### src/rtl/sel4_rr_arbiter_pkg.sv
// ============================================================================
// sel4_rr_arbiter_pkg
//   Shared state encoding, select codes and one-hot helper for the arbiter.
//   Rev 1.0 - initial release
// ============================================================================
`default_nettype none

package sel4_rr_arbiter_pkg;

  typedef logic [1:0] code_t;

  localparam logic [0:0] IDLE = 1'b0;
  localparam logic [0:0] BUSY = 1'b1;

  localparam code_t SEL_R0 = 2'h0;
  localparam code_t SEL_R1 = 2'h1;
  localparam code_t SEL_R2 = 2'h2;
  localparam code_t SEL_R3 = 2'h3;

  function automatic logic [3:0] onehot4(input code_t code);
    onehot4 = 4'b0001 << code;
  endfunction

endpackage

`default_nettype wire

### src/rtl/sel4_rr_arbiter_if.sv
// ============================================================================
// sel4_rr_arbiter_if
//   Request/grant/data bundle between four requesters and the arbiter.
//   Rev 1.0 - initial release
// ============================================================================
`default_nettype none

interface sel4_rr_arbiter_if;
  logic [3:0] req;
  logic [3:0] din;
  logic [3:0] gnt;
  logic [1:0] sel;
  logic       valid;
  logic       dout;

  modport master (output req, output din, input gnt, input sel, input valid, input dout);
  modport slave  (input req, input din, output gnt, output sel, output valid, output dout);
endinterface

`default_nettype wire

### src/rtl/mux4.sv
// ============================================================================
// mux4
//   Single-bit 4-to-1 selector.
//   Rev 1.0 - initial release
// ============================================================================
`default_nettype none

module mux4 (
  input  wire logic [3:0] d,
  input  wire logic [1:0] s,
  output      logic       y
);
  assign y = d[s];
endmodule

`default_nettype wire

### src/rtl/sel4_rr_arbiter_pick.sv
// ============================================================================
// sel4_rr_pick
//   Combinational round-robin search: first set req at start, start+1, ...
//   (mod 4), never choosing the index given by exclude.
//   Rev 1.0 - initial release
// ============================================================================
`default_nettype none

module sel4_rr_pick
  import sel4_rr_arbiter_pkg::*;
(
  input  wire logic [3:0] req,
  input  wire code_t      start,
  input  wire code_t      exclude,
  output      logic       found,
  output      code_t      idx
);

  always_comb begin
    found = 1'b0;
    idx   = start;
    for (int k = 0; k < 4; k++) begin
      if (!found && req[start + 2'(k)] && ((start + 2'(k)) != exclude)) begin
        found = 1'b1;
        idx   = start + 2'(k);
      end
    end
  end

endmodule

`default_nettype wire

### src/rtl/sel4_rr_arbiter.sv
// ============================================================================
// sel4_rr_arbiter
//   Round-robin owner of a shared 4:1 single-bit select path.
//   Optional max-hold preemption: define SEL4_RR_ARBITER_TIMEOUT_EN.
//   Rev 1.0 - initial release
// ============================================================================
`default_nettype none

module sel4_rr_arbiter
  import sel4_rr_arbiter_pkg::*;
#(
  parameter int MAX_HOLD = 8,
  parameter int CW       = 4
) (
  input wire logic          clk,
  input wire logic          rst,
  sel4_rr_arbiter_if.slave  bus
);

  if ((MAX_HOLD < 2) || (MAX_HOLD > 15) || ((2 ** CW) <= MAX_HOLD)) begin : g_bad_cfg
    $error("sel4_rr_arbiter: illegal MAX_HOLD/CW combination");
  end

  logic [0:0] state;
  logic [3:0] gnt;
  code_t      sel;
  code_t      ptr;

  logic       pick_found;
  code_t      pick_idx;
  code_t      pick_start;
  logic       win_found;
  code_t      win_idx;
  logic       do_grant;
  logic       go_idle;
  code_t      grant_idx;
  logic       mux_out;

`ifdef SEL4_RR_ARBITER_TIMEOUT_EN
  localparam logic [CW-1:0] HOLD_LAST = CW'(MAX_HOLD - 1);
  logic [CW-1:0] cnt;
  logic          hold_done;
  assign hold_done = (cnt == HOLD_LAST);
`endif

  // In BUSY ptr equals the owner, so one search serves both the idle scan
  // (ptr is checked last, below) and the handover scan that skips the owner.
  assign pick_start = ptr + 2'd1;

  sel4_rr_pick u_pick (
    .req     (bus.req),
    .start   (pick_start),
    .exclude (ptr),
    .found   (pick_found),
    .idx     (pick_idx)
  );

  assign win_found = pick_found | bus.req[ptr];
  assign win_idx   = pick_found ? pick_idx : ptr;

  always_comb begin
    do_grant  = 1'b0;
    go_idle   = 1'b0;
    grant_idx = pick_idx;
    case (state)
      IDLE: begin
        if (win_found) begin
          do_grant  = 1'b1;
          grant_idx = win_idx;
        end
      end
      BUSY: begin
        if (!bus.req[sel]) begin
          if (pick_found) do_grant = 1'b1;
          else            go_idle  = 1'b1;
        end
`ifdef SEL4_RR_ARBITER_TIMEOUT_EN
        else if (hold_done && pick_found) begin
          do_grant = 1'b1;
        end
`endif
      end
      default: go_idle = 1'b1;
    endcase
  end

  always_ff @(posedge clk or posedge rst) begin
    if (rst) begin
      state <= IDLE;
      gnt   <= 4'h0;
      sel   <= SEL_R0;
      ptr   <= SEL_R3;
`ifdef SEL4_RR_ARBITER_TIMEOUT_EN
      cnt   <= '0;
`endif
    end else if (do_grant) begin
      state <= BUSY;
      gnt   <= onehot4(grant_idx);
      sel   <= grant_idx;
      ptr   <= grant_idx;
`ifdef SEL4_RR_ARBITER_TIMEOUT_EN
      cnt   <= '0;
`endif
    end else if (go_idle) begin
      state <= IDLE;
      gnt   <= 4'h0;
      sel   <= SEL_R0;
    end
`ifdef SEL4_RR_ARBITER_TIMEOUT_EN
    // Saturate rather than wrap so a lone owner is preempted as soon as
    // someone else shows up.
    else if ((state == BUSY) && !hold_done) begin
      cnt <= cnt + 1'b1;
    end
`endif
  end

  mux4 u_mux (
    .d (bus.din),
    .s (sel),
    .y (mux_out)
  );

  assign bus.gnt   = gnt;
  assign bus.sel   = sel;
  assign bus.valid = |gnt;
  assign bus.dout  = (|gnt) & mux_out;

endmodule

`default_nettype wire

### src/flat_wrapper.sv
// flat-port wrapper written by rule: the top's interface ports become plain ports
module sel4_rr_arbiter_flat import sel4_rr_arbiter_pkg::*;
#(
  parameter int MAX_HOLD = 8,
  parameter int CW       = 4
)
  (clk, rst, bus_req, bus_din, bus_gnt, bus_sel, bus_valid, bus_dout);
  sel4_rr_arbiter_if bus_i ();
  input wire logic clk;
  input wire logic rst;
  input wire logic [$bits(bus_i.req)-1:0] bus_req;
  input wire logic [$bits(bus_i.din)-1:0] bus_din;
  output wire logic [$bits(bus_i.gnt)-1:0] bus_gnt;
  output wire logic [$bits(bus_i.sel)-1:0] bus_sel;
  output wire logic [$bits(bus_i.valid)-1:0] bus_valid;
  output wire logic [$bits(bus_i.dout)-1:0] bus_dout;
  assign bus_i.req = bus_req;
  assign bus_i.din = bus_din;
  assign bus_gnt = bus_i.gnt;
  assign bus_sel = bus_i.sel;
  assign bus_valid = bus_i.valid;
  assign bus_dout = bus_i.dout;
  sel4_rr_arbiter #(.MAX_HOLD(MAX_HOLD), .CW(CW)) u_core (.clk(clk), .rst(rst), .bus(bus_i));
endmodule
### config.mk
export PLATFORM = sky130hd
export DESIGN_NAME = sel4_rr_arbiter_flat
export DESIGN_NICKNAME = d
export VERILOG_FILES = /design/src/rtl/sel4_rr_arbiter_pkg.sv /design/src/rtl/sel4_rr_arbiter_if.sv /design/src/rtl/mux4.sv /design/src/rtl/sel4_rr_arbiter_pick.sv /design/src/rtl/sel4_rr_arbiter.sv /design/src/flat_wrapper.sv
export SDC_FILE = /design/constraint.sdc
export NUM_CORES = 1
export LEC_CHECK = 0
export CORE_MARGIN = 2
export CORE_UTILIZATION = 45
export CTS_CLUSTER_DIAMETER = 30
export CTS_CLUSTER_SIZE = 12
export DETAILED_ROUTE_END_ITERATION = 6
export PLACE_DENSITY = 0.72
export SYNTH_ARGS = -nofsm -noshare
export SYNTH_HDL_FRONTEND = slang
export SYNTH_HIERARCHICAL = 1
export SYNTH_SLANG_ARGS = --single-unit
export TNS_END_PERCENT = 10
### constraint.sdc
create_clock -name clk -period 3.21 [get_ports clk]
set_input_delay 0.642 -clock clk [delete_from_list [all_inputs] [get_ports clk]]
set_output_delay 0.642 -clock clk [all_outputs]
set_load 0.01 [all_outputs]
== Yosys cells after proc, flatten, opt, wreduce, memory -nomap -nowiden ==
Cells that the tools add are included.

* Flip-flop bits (word level): 9
* Input port bits: 10
* Output and inout bits: 8
* Logic and storage cells: 71

* Add/subtract/negate cells: 4
* $lt $le $gt $ge: 6
* Equal/unequal tests: 4
* Shifts and indexed selects: 1
* Multiplexer cells: 37
* Bitwise logic cells: 3
* Reductions and logical operators: 12

{| class="wikitable"
|+ Operator list
! operator !! number
|-
| 2-to-1 mux 1 bit || 19
|-
| less-than comparator 2 x 3 -> 1 bit (second input constant) || 6
|-
| 2-to-1 mux 2 bit || 8
|-
| binary-select mux 1 bit (select 2 bit) || 7
|-
| 2-to-1 mux 4 bit || 2
|-
| != test 2 bit || 4
|-
| logical AND 1 bit || 7
|-
| adder 2 x 1 -> 2 bit (second input constant) || 2
|-
| adder 2 bit (second input constant) || 2
|-
| OR reduction 4 bit || 1
|-
| left shift 1 x 2 -> 4 bit (first input constant) || 1
|-
| zero test 1 bit || 3
|-
| case mux 1 bit (2 select lines) || 1
|-
| nonzero test 2 bit || 1
|-
| bitwise AND 1 bit || 1
|-
| inverter 1 bit || 1
|-
| OR 1 bit || 1
|}

== Depth between registers and ports, before layout ==
Gate-level depths: netlist of the first run.

* Depth in word-level cells: 22
* Gate-level depth with buffers: 12
* Depth with buffers taken out: 9

== By module ==
The synthesis of the first run kept the hierarchy.

{| class="wikitable"
|+ Modules (own cells, without submodules)
! module !! instances !! cells each !! area an instance (um^2) !! sequential area each (um^2)
|-
| sel4_rr_arbiter || 1 || 57 || 598.1 || 227.7
|-
| sel4_rr_pick || 1 || 31 || 230.2 || 0.0
|-
| mux4 || 1 || 1 || 22.5 || 0.0
|}

== Least setup slack after synthesis of the first run ==
No wires, ideal clock.

* Path kind: register to register
* Start: register u_core.ptr[1]
* End: register u_core.gnt[1] (netlist: u_core/bus.gnt[1])
* Setup time: 121 ps
* Arrival time: 2790 ps
* Required time: 3089 ps
* Path slack: 299 ps
* Cell stages (with the launch flop): 13
* Path buffers: 3
* Clock period less this slack: 2911 ps
* Cell sequence: dfstp_2 > buf_2 > xor2_1 > buf_4 > mux4_2 > o21ai_2 > o21ai_1 > or3_1 > buf_4 > nor3_1 > a22oi_2 > mux2i_1 > a22o_1

* Cells in the longest elaborated chain, start to end: 22
* Elaborated cells on any way between the ends: 49
* Classes of those cells: 4 x add/sub; 4 x eq/ne; 1 x shift; 28 x mux; 1 x bitwise; 11 x reduce/logical

{| class="wikitable"
|+ RTL lines
! what !! RTL line !! text
|-
| start, declared || sel4_rr_arbiter.sv:27 || <nowiki>code_t ptr;</nowiki>
|-
| start signal, assigned || sel4_rr_arbiter.sv:100 || <nowiki>ptr <= grant_idx;</nowiki>
|-
| adder 2 x 1 -> 2 bit * || sel4_rr_arbiter.sv:48 || <nowiki>assign pick_start = ptr + 2'd1;</nowiki>
|-
| net u_core.pick_start[1] || sel4_rr_arbiter.sv:31 || <nowiki>code_t pick_start;</nowiki>
|-
| parallel branches: the longest is 15 deep, another holds adder 2 x 1 -> 2 bit || - ||
|-
| 2-to-1 mux 1 bit * || sel4_rr_arbiter_pick.sv:23 || <nowiki>if (!found && req[start + 2'(k)] && ((start + 2'(k)) != exclude)) begin</nowiki>
|-
| net u_core.pick_found || sel4_rr_arbiter.sv:29 || <nowiki>logic pick_found;</nowiki>
|-
| 2-to-1 mux 2 bit or OR 1 bit (tied branches) || sel4_rr_arbiter.sv:59, sel4_rr_arbiter.sv:58 ||
|-
| 2-to-1 mux 2 bit || sel4_rr_arbiter.sv:67 || <nowiki>if (win_found) begin</nowiki>
|-
| 2-to-1 mux 2 bit || sel4_rr_arbiter.sv:65 || <nowiki>case (state)</nowiki>
|-
| left shift 1 x 2 -> 4 bit || sel4_rr_arbiter_pkg.sv:21 || <nowiki>onehot4 = 4'b0001 << code;</nowiki>
|-
| 2-to-1 mux 4 bit || sel4_rr_arbiter.sv:96 || <nowiki>end else if (do_grant) begin</nowiki>
|-
| end signal, assigned || sel4_rr_arbiter.sv:98 || <nowiki>gnt <= onehot4(grant_idx);</nowiki>
|-
| end, declared || sel4_rr_arbiter.sv:25 || <nowiki>logic [3:0] gnt;</nowiki>
|}

Mark *: on every way through the listed nets, which the timed path passes. The select of a mux whose other input is x is not followed.
A chain may end at the register's enable or synchronous reset.

== Worst setup path in the final report of the first run ==
* Start: input bus_req[3]
* End: register u_core.gnt[3] (netlist: u_core/bus.gnt[3])

* Cells in the longest elaborated chain, start to end: 21
* Elaborated cells on any way between the ends: 43
* Classes of those cells: 1 x shift; 30 x mux; 1 x bitwise; 11 x reduce/logical

{| class="wikitable"
|+ RTL lines
! what !! RTL line !! text
|-
| start, declared || flat_wrapper.sv:11 || <nowiki>input wire logic [$bits(bus_i.req)-1:0] bus_req;</nowiki>
|-
| binary-select mux 1 bit (select 2 bit) || sel4_rr_arbiter_pick.sv:23 ||
|-
| 2-to-1 mux 1 bit (not written as such) || sel4_rr_arbiter_pick.sv:23 ||
|-
| logical AND 1 bit || sel4_rr_arbiter_pick.sv:23 ||
|-
| 2-to-1 mux 1 bit || sel4_rr_arbiter_pick.sv:23 ||
|-
| zero test 1 bit || sel4_rr_arbiter_pick.sv:23 ||
|-
| logical AND 1 bit (2 in a row) || sel4_rr_arbiter_pick.sv:23 ||
|-
| 2-to-1 mux 1 bit || sel4_rr_arbiter_pick.sv:23 ||
|-
| zero test 1 bit || sel4_rr_arbiter_pick.sv:23 ||
|-
| [4 not listed] || - ||
|-
| logical AND 1 bit (2 in a row) || sel4_rr_arbiter_pick.sv:23 ||
|-
| 2-to-1 mux 1 bit * || sel4_rr_arbiter_pick.sv:23 ||
|-
| net u_core.pick_found || sel4_rr_arbiter.sv:29 ||
|-
| 2-to-1 mux 2 bit or OR 1 bit (tied branches) || sel4_rr_arbiter.sv:59, sel4_rr_arbiter.sv:58 ||
|-
| 2-to-1 mux 2 bit || sel4_rr_arbiter.sv:67 ||
|-
| 2-to-1 mux 2 bit || sel4_rr_arbiter.sv:65 ||
|-
| left shift 1 x 2 -> 4 bit || sel4_rr_arbiter_pkg.sv:21 ||
|-
| 2-to-1 mux 4 bit || sel4_rr_arbiter.sv:96 ||
|}

Mark *: on every way through the listed nets, which the timed path passes. The rest lies on a longest branch. The select of a mux whose other input is x is not followed.

==> results of run 1 <==
[what timing repair did]
item	CTS	global route
setup endpoints to repair	0	1
hold buffers	0	0
resized for setup	0	1
[registers in the layout, indices dropped and copies added, names as in the netlist]
name / flops
u_core/bus.gnt: 4
u_core/state: 1
u_core/ptr: 2
u_core/bus.sel: 2
[critical path: stages]
cell             delay (ns)
clkdlybuf4s50_1        0.45
mux4_2                 0.52
o21ai_2                0.08
o21ai_1                0.07
or3_1                  0.44
nor3_1                 0.33
a22oi_2                0.15
mux2i_2                0.29
o21ai_0                0.15
[final cells by class]
| cell class | count | area [sq um] |
|---|---|---|
| timing repair buffer | 25 | 230 |
| inverter | 6 | 22.5 |
| clock buffer | 4 | 26.3 |
| multi-input combinational | 69 | 568 |
| tap | 25 | 31.3 |
| sequential | 9 | 228 |
| fill | 160 | 639 |
[where the power goes]
part	total (W)	switching, W	internal [W]
sequential	0.000256	0.0000710	0.000185
combinational	0.00113	0.000585	0.000550
clock	0.0000854	0.0000376	0.0000478
total	0.00148	0.000694	0.000783
[logic make-up after synthesis]
| kind of cell | Yosys count | share of synthesized area, % |
|---|---|---|
| buffers and inverters | 11 | 6.91 |
| XOR/XNOR | 4 | 4.12 |
| multiplexers | 8 | 15.6 |
| AO/OA/AOI/OAI | 32 | 31.3 |
| AND/OR/NAND/NOR | 25 | 15.3 |
| flip-flops | 9 | 26.8 |
[worst paths after layout]
path | startpoint | to | cells past startpoint
worst max register to register | u_core/ptr[0] | u_core/bus.gnt[3] | 9
worst min-delay path | u_core/bus.gnt[1] | u_core/bus.gnt[1] | 1
worst min register to register | u_core/bus.gnt[1] | u_core/bus.gnt[1] | 1
max in group asynchronous | rst | u_core/ptr[0] | 2
worst max-delay path | bus_req[3] | u_core/bus.gnt[3] | 9
min in group asynchronous | rst | u_core/bus.sel[0] | 2
[routing by layer]
metal  vias to the layer above  wire length (microns)
met5                         -                      0
met4                         0                      0
met3                         0                     88
met2                        18                   1100
met1                       374                    904
li1                        384                      -
[synth_stat cells, types with 2 or more instances]
cell type  n
nand2_1    8
dfrtp_1    7
inv_1      6
a21oi_1    5
mux4_2     4
a31oi_1    3
nand2b_1   3
nor2_1     3
o21ai_1    3
xor2_1     3
a31o_2     2
and2_1     2
buf_4      2
dfstp_2    2
mux2_2     2
mux2i_1    2
nor2b_1    2
nor3_1     2
o21a_1     2
o21ai_0    2
o21ai_2    2
[per-stage QoR]
step / TNS, ns / utilization, % / total power, W
2_1_floorplan: 0 / - / 0.00108
3_3_place_gp: -0.0396 / 61.6 / 0.00134
3_5_place_dp: -0.137 / 61.6 / 0.00137
4_1_cts: 0 / 63.2 / 0.00146
5_1_grt: 0 / 63.4 / 0.00160
6_report: 0 / 63.4 / 0.00148
==> impl_metrics.yaml, run 1 <==
status:
  status: "finished clean"
setup_path:
  critPathRequiredTime_ns: 3.33
  path_class: "in2reg"
  worst-endpoint-arrival_ns: 3.12
  path_max_fanout: 6
  end_kind: "flop"
  r2r_setup_slack_ns: 0.21
  worstSetupStartpointType: "primary input"
sta:
  worst_hold_slack_ns: 0.554
  slew_headroom_pct: 74.4
  fin_worst_skew_ns: 0.00966
  fin_ws_ns: 0.207
  fin_crit_ns: 3.00
  setup_viol: 0
  grt_setup_unrepaired: "no"
  hold_viol_final: 0
  drv_slew: 0
  period_share_pct: 93.6
  tightest_slew_ns: 0.382
  max_freq_mhz: 333
grt:
  antenna_found_initial: 0
  grt_max_degree: 14
  use_met3_pct: 6.79
  top_usage_layer: "met2"
  track_usage_pct: 21.5
  grt_pass1_vias: 730
  grt_util_met1_pct: 27.3
  grt_pass1_wl_microns: 3260
  grt_use_met2_pct: 37.3
  overflow: 0
routing:
  post_drt_wl_per_cell_microns: 15.2
  firstDrtPassIters: 4
  drtAntennaViolNets: 0
  postRouteWirelength_microns: 2100
  vias: 776
  initialDrtViolationCount: 11
  viasPerCell: 5.62
  drcViolationCount: 0
clocking:
  cts_tree: "built"
  cts_made_buffers: 3
  clk_latency_ns: 0.26
  cts_root_buf: "clkbuf_4"
  htree_num_levels: 1
  clk_path_buf_depth: 2
  path_clk_slew_ns: 0.06
  post_cts_buffers: 0
  cts_sinks: 9
place:
  dp_hpwl_microns: 1730
  place_congestion: 0.814
  pre_cts_slack_ns: -0.0679
  place_inst: 134
  port_buffers: 17
  placed_cell_area_sq_mm: 0.00108
logic_synthesis:
  synth_nets: 99
  ys_seq_elements: 9
  synthArstFlopShare_pct: 100
  synth_top_cell_by_area: "dfrtp_1"
  synth_edf_count: 0
  yosysSeqAreaShare_pct: 26.8
  synthTopCellsByArea: "dfrtp_1, mux4_2, dfstp_2, nand2_1, o2bb2ai_4"
  ys_types: 43
  syn-cell-area_sq_um: 851
  yosysWarnings: 6
  synth_top_area_share_pct: 20.6
  syn_inst: 89
  avgSynthCellArea_sq_um: 9.56
  ys.flop_type: "dfrtp_1"
floorplan:
  initial_core_util_pct: 48.7
  core_area_sq_mm: 0.00175
  die_y_microns: 47.5
  dieArea_sq_mm: 0.00225
  pin_count: 18
  die-width_microns: 47.5
  placementRows: 15
power:
  p_leak_nw: 0.441
  powerDensity_mw_per_mm2: 1330
  peakVddDrop_v: 0.000816
hold_path:
  hp-class: "reg2reg"
finish:
  finalInstanceArea_sq_mm: 0.00111
  mostFrequentLayoutCells: "clkdlybuf4s50_1, nand2_1, buf_4"
  n_antenna_cell: 0
  area_delta_synth_final_pct: 30.0
  final_layout_size_suffix_gt1_share_pct: 25.7
  final_common_cell: "clkdlybuf4s50_1"
  nNetsFinal: 124
  fin_cells: 138
run:
  max_cap_violations: 0
Power figures use the tool's default switching activity.
==> run 2: changes to the inputs <==
--- a/config.mk
+++ b/config.mk
@@ -5,6 +5,7 @@
 export SDC_FILE = /design/constraint.sdc
 export NUM_CORES = 1
 export LEC_CHECK = 0
+export CORE_ASPECT_RATIO = 0.9
 export CORE_MARGIN = 2
 export CORE_UTILIZATION = 45
 export CTS_CLUSTER_DIAMETER = 30
==> impl_metrics.yaml, run 2 (synthesized netlist as in run 1, its figures left out) <==
routing:
  drtAntennaViolNets: 0
  wl_met3_microns: 75
  drcViolationCount: 0
  top_layer_used: "met4"
  viasPerCell: 5.64
  postRouteWirelength_microns: 2040
  vias: 773
  post_drt_wl_per_cell_microns: 14.9
  initialDrtViolationCount: 18
  firstDrtPassIters: 4
  dr_wl_met2_microns: 958
  met1_length_microns: 997
clocking:
  path_clk_slew_ns: 0.06
  clk_path_buf_depth: 2
  post_cts_buffers: 0
  cts_resized: 0
  htree_num_levels: 1
  cts_hold_buf: 0
  cts_sinks: 9
  cts_root_buf: "clkbuf_4"
  cts_made_buffers: 3
  cts_tree: "built"
  clk_latency_ns: 0.27
finish:
  multi_input_area_sq_um: 564
  ff_latch_area_sq_um: 228
  nFillCells: 157
  n_antenna_cell: 0
  final_layout_size_suffix_gt1_share_pct: 25.7
  final_core_utilization_pct: 64.2
  largest_register_ffs: 4
  regMostFlops: "u_core/bus.gnt"
  fin_cells: 137
  nNetsFinal: 124
  reg_top3: "u_core/bus.gnt: 4 flops, u_core/bus.sel: 2 flops, u_core/ptr: 2 flops"
  area_delta_synth_final_pct: 29.6
  final_common_cell: "clkdlybuf4s50_1"
  mostFrequentLayoutCells: "clkdlybuf4s50_1, nand2_1, buf_4"
sta:
  slew_headroom_pct: 77.3
  max_freq_mhz: 337
  grt_setup_unrepaired: "no"
  hold_viol_final: 0
  fin_crit_ns: 2.97
  period_share_pct: 92.4
  tightest_slew_ns: 0.331
  drv_slew: 0
  fin_tns_setup_ns: 0
  setup_viol: 0
  fin_ws_ns: 0.243
  fin_worst_skew_ns: 0.00276
hold_path:
  hp-class: "reg2reg"
floorplan:
  placementRows: 14
  die-width_microns: 49.8
  core_area_sq_mm: 0.00172
  pin_count: 18
  dieArea_sq_mm: 0.00226
  initial_core_util_pct: 49.6
  die_y_microns: 45.3
run:
  max_cap_violations: 0
setup_path:
  cp_num_buf_inv: 1
  end_kind: "flop"
  path_max_fanout: 12
  critPathTopFamily: "multiplexers"
  cp_slowest_cell: "dfstp_2"
  critical_path.cell_chain: "inv_1 -> mux4_2 -> o21ai_2 -> o21ai_1 -> or3_1 -> nor3_1 -> a22oi_2 -> mux2i_1 -> o21ai_0"
  worstSetupStartpointType: "flop"
  slowest_delay_ns: 0.66
  path_class: "reg2reg"
  critPathRequiredTime_ns: 3.35
  worst-endpoint-arrival_ns: 3.11
grt:
  grt_pass1_wl_microns: 3320
  grt_max_degree: 14
  overflow: 0
  track_usage_pct: 20.1
  grt_pass1_vias: 745
  antenna_found_initial: 0
power:
  powerDensity_mw_per_mm2: 1320
  p_leak_nw: 0.449
  peakVddDrop_v: 0.000923
place:
  dp_hpwl_microns: 1700
  place_inst: 133
  port_buffers: 17
  place_congestion: 0.877
  pre_cts_slack_ns: 0.0266
status:
  status: "finished clean"
-- run 2: changes by cell type in the layout (fill, tap and decap cells not counted), sizes merged --
cell    before  now
clkinv       0    1
clkbuf       4    3
-- run 2: path summary, 6_finish.rpt --
check	startpoint	end	slack [ns]	cells after the start
hold reg to reg	u_core/bus.gnt[3]	u_core/bus.gnt[3]	0.54	2
max in group asynchronous	rst	u_core/ptr[0]	2.29	2
setup reg to reg	u_core/ptr[0]	u_core/bus.gnt[3]	0.24	9
min in group asynchronous	rst	u_core/bus.gnt[0]	0.62	2
setup / recovery	u_core/ptr[0]	u_core/bus.gnt[3]	0.24	9
hold / removal	u_core/bus.gnt[3]	u_core/bus.gnt[3]	0.54	2
-- run 2: final cells by class --
class | count | area share (%)
Timing Repair Buffer | 25 | 20.9
Tap cell | 24 | 2.72
Sequential cell | 9 | 20.7
Multi-Input combinational cell | 69 | 51.2
Inverter | 6 | 2.04
Clock buffer | 3 | 2.04
Clock inverter | 1 | 0.454
-- run 2: worst min-delay path, stage by stage (launching register included) --
cell,delay [ns]
dfrtp_1,0.37
nand2_1,0.06
o21ai_0,0.07
-- run 2: per-stage QoR --
step | power [W] | hold WS [ns] | area, sq um
finish | 0.00146 | 0.539 | 1100
global route | 0.00156 | 0.577 | 1100
CTS | 0.00145 | 0.552 | 1100
detailed placement | 0.00136 | 0.538 | 1070
global placement | 0.00134 | 0.514 | 1070
floorplan | 0.00108 | 0.468 | 851
-- run 2: metal layers --
layer | track usage (%) | vias to the layer above
met5 | 0 | -
met4 | 1.67 | 0
met3 | 5.96 | 2
met2 | 33.6 | 16
met1 | 27.1 | 375
li1 | - | 380
-- run 2: power by group --
part	leakage (nW)	total [W]	internal, W	switching (W)
registers	0.106	0.000254	0.000185	0.0000690
logic	0.326	0.00112	0.000538	0.000577
clock network	0.0177	0.0000905	0.0000461	0.0000444
total	0.449	0.00146	0.000769	0.000691
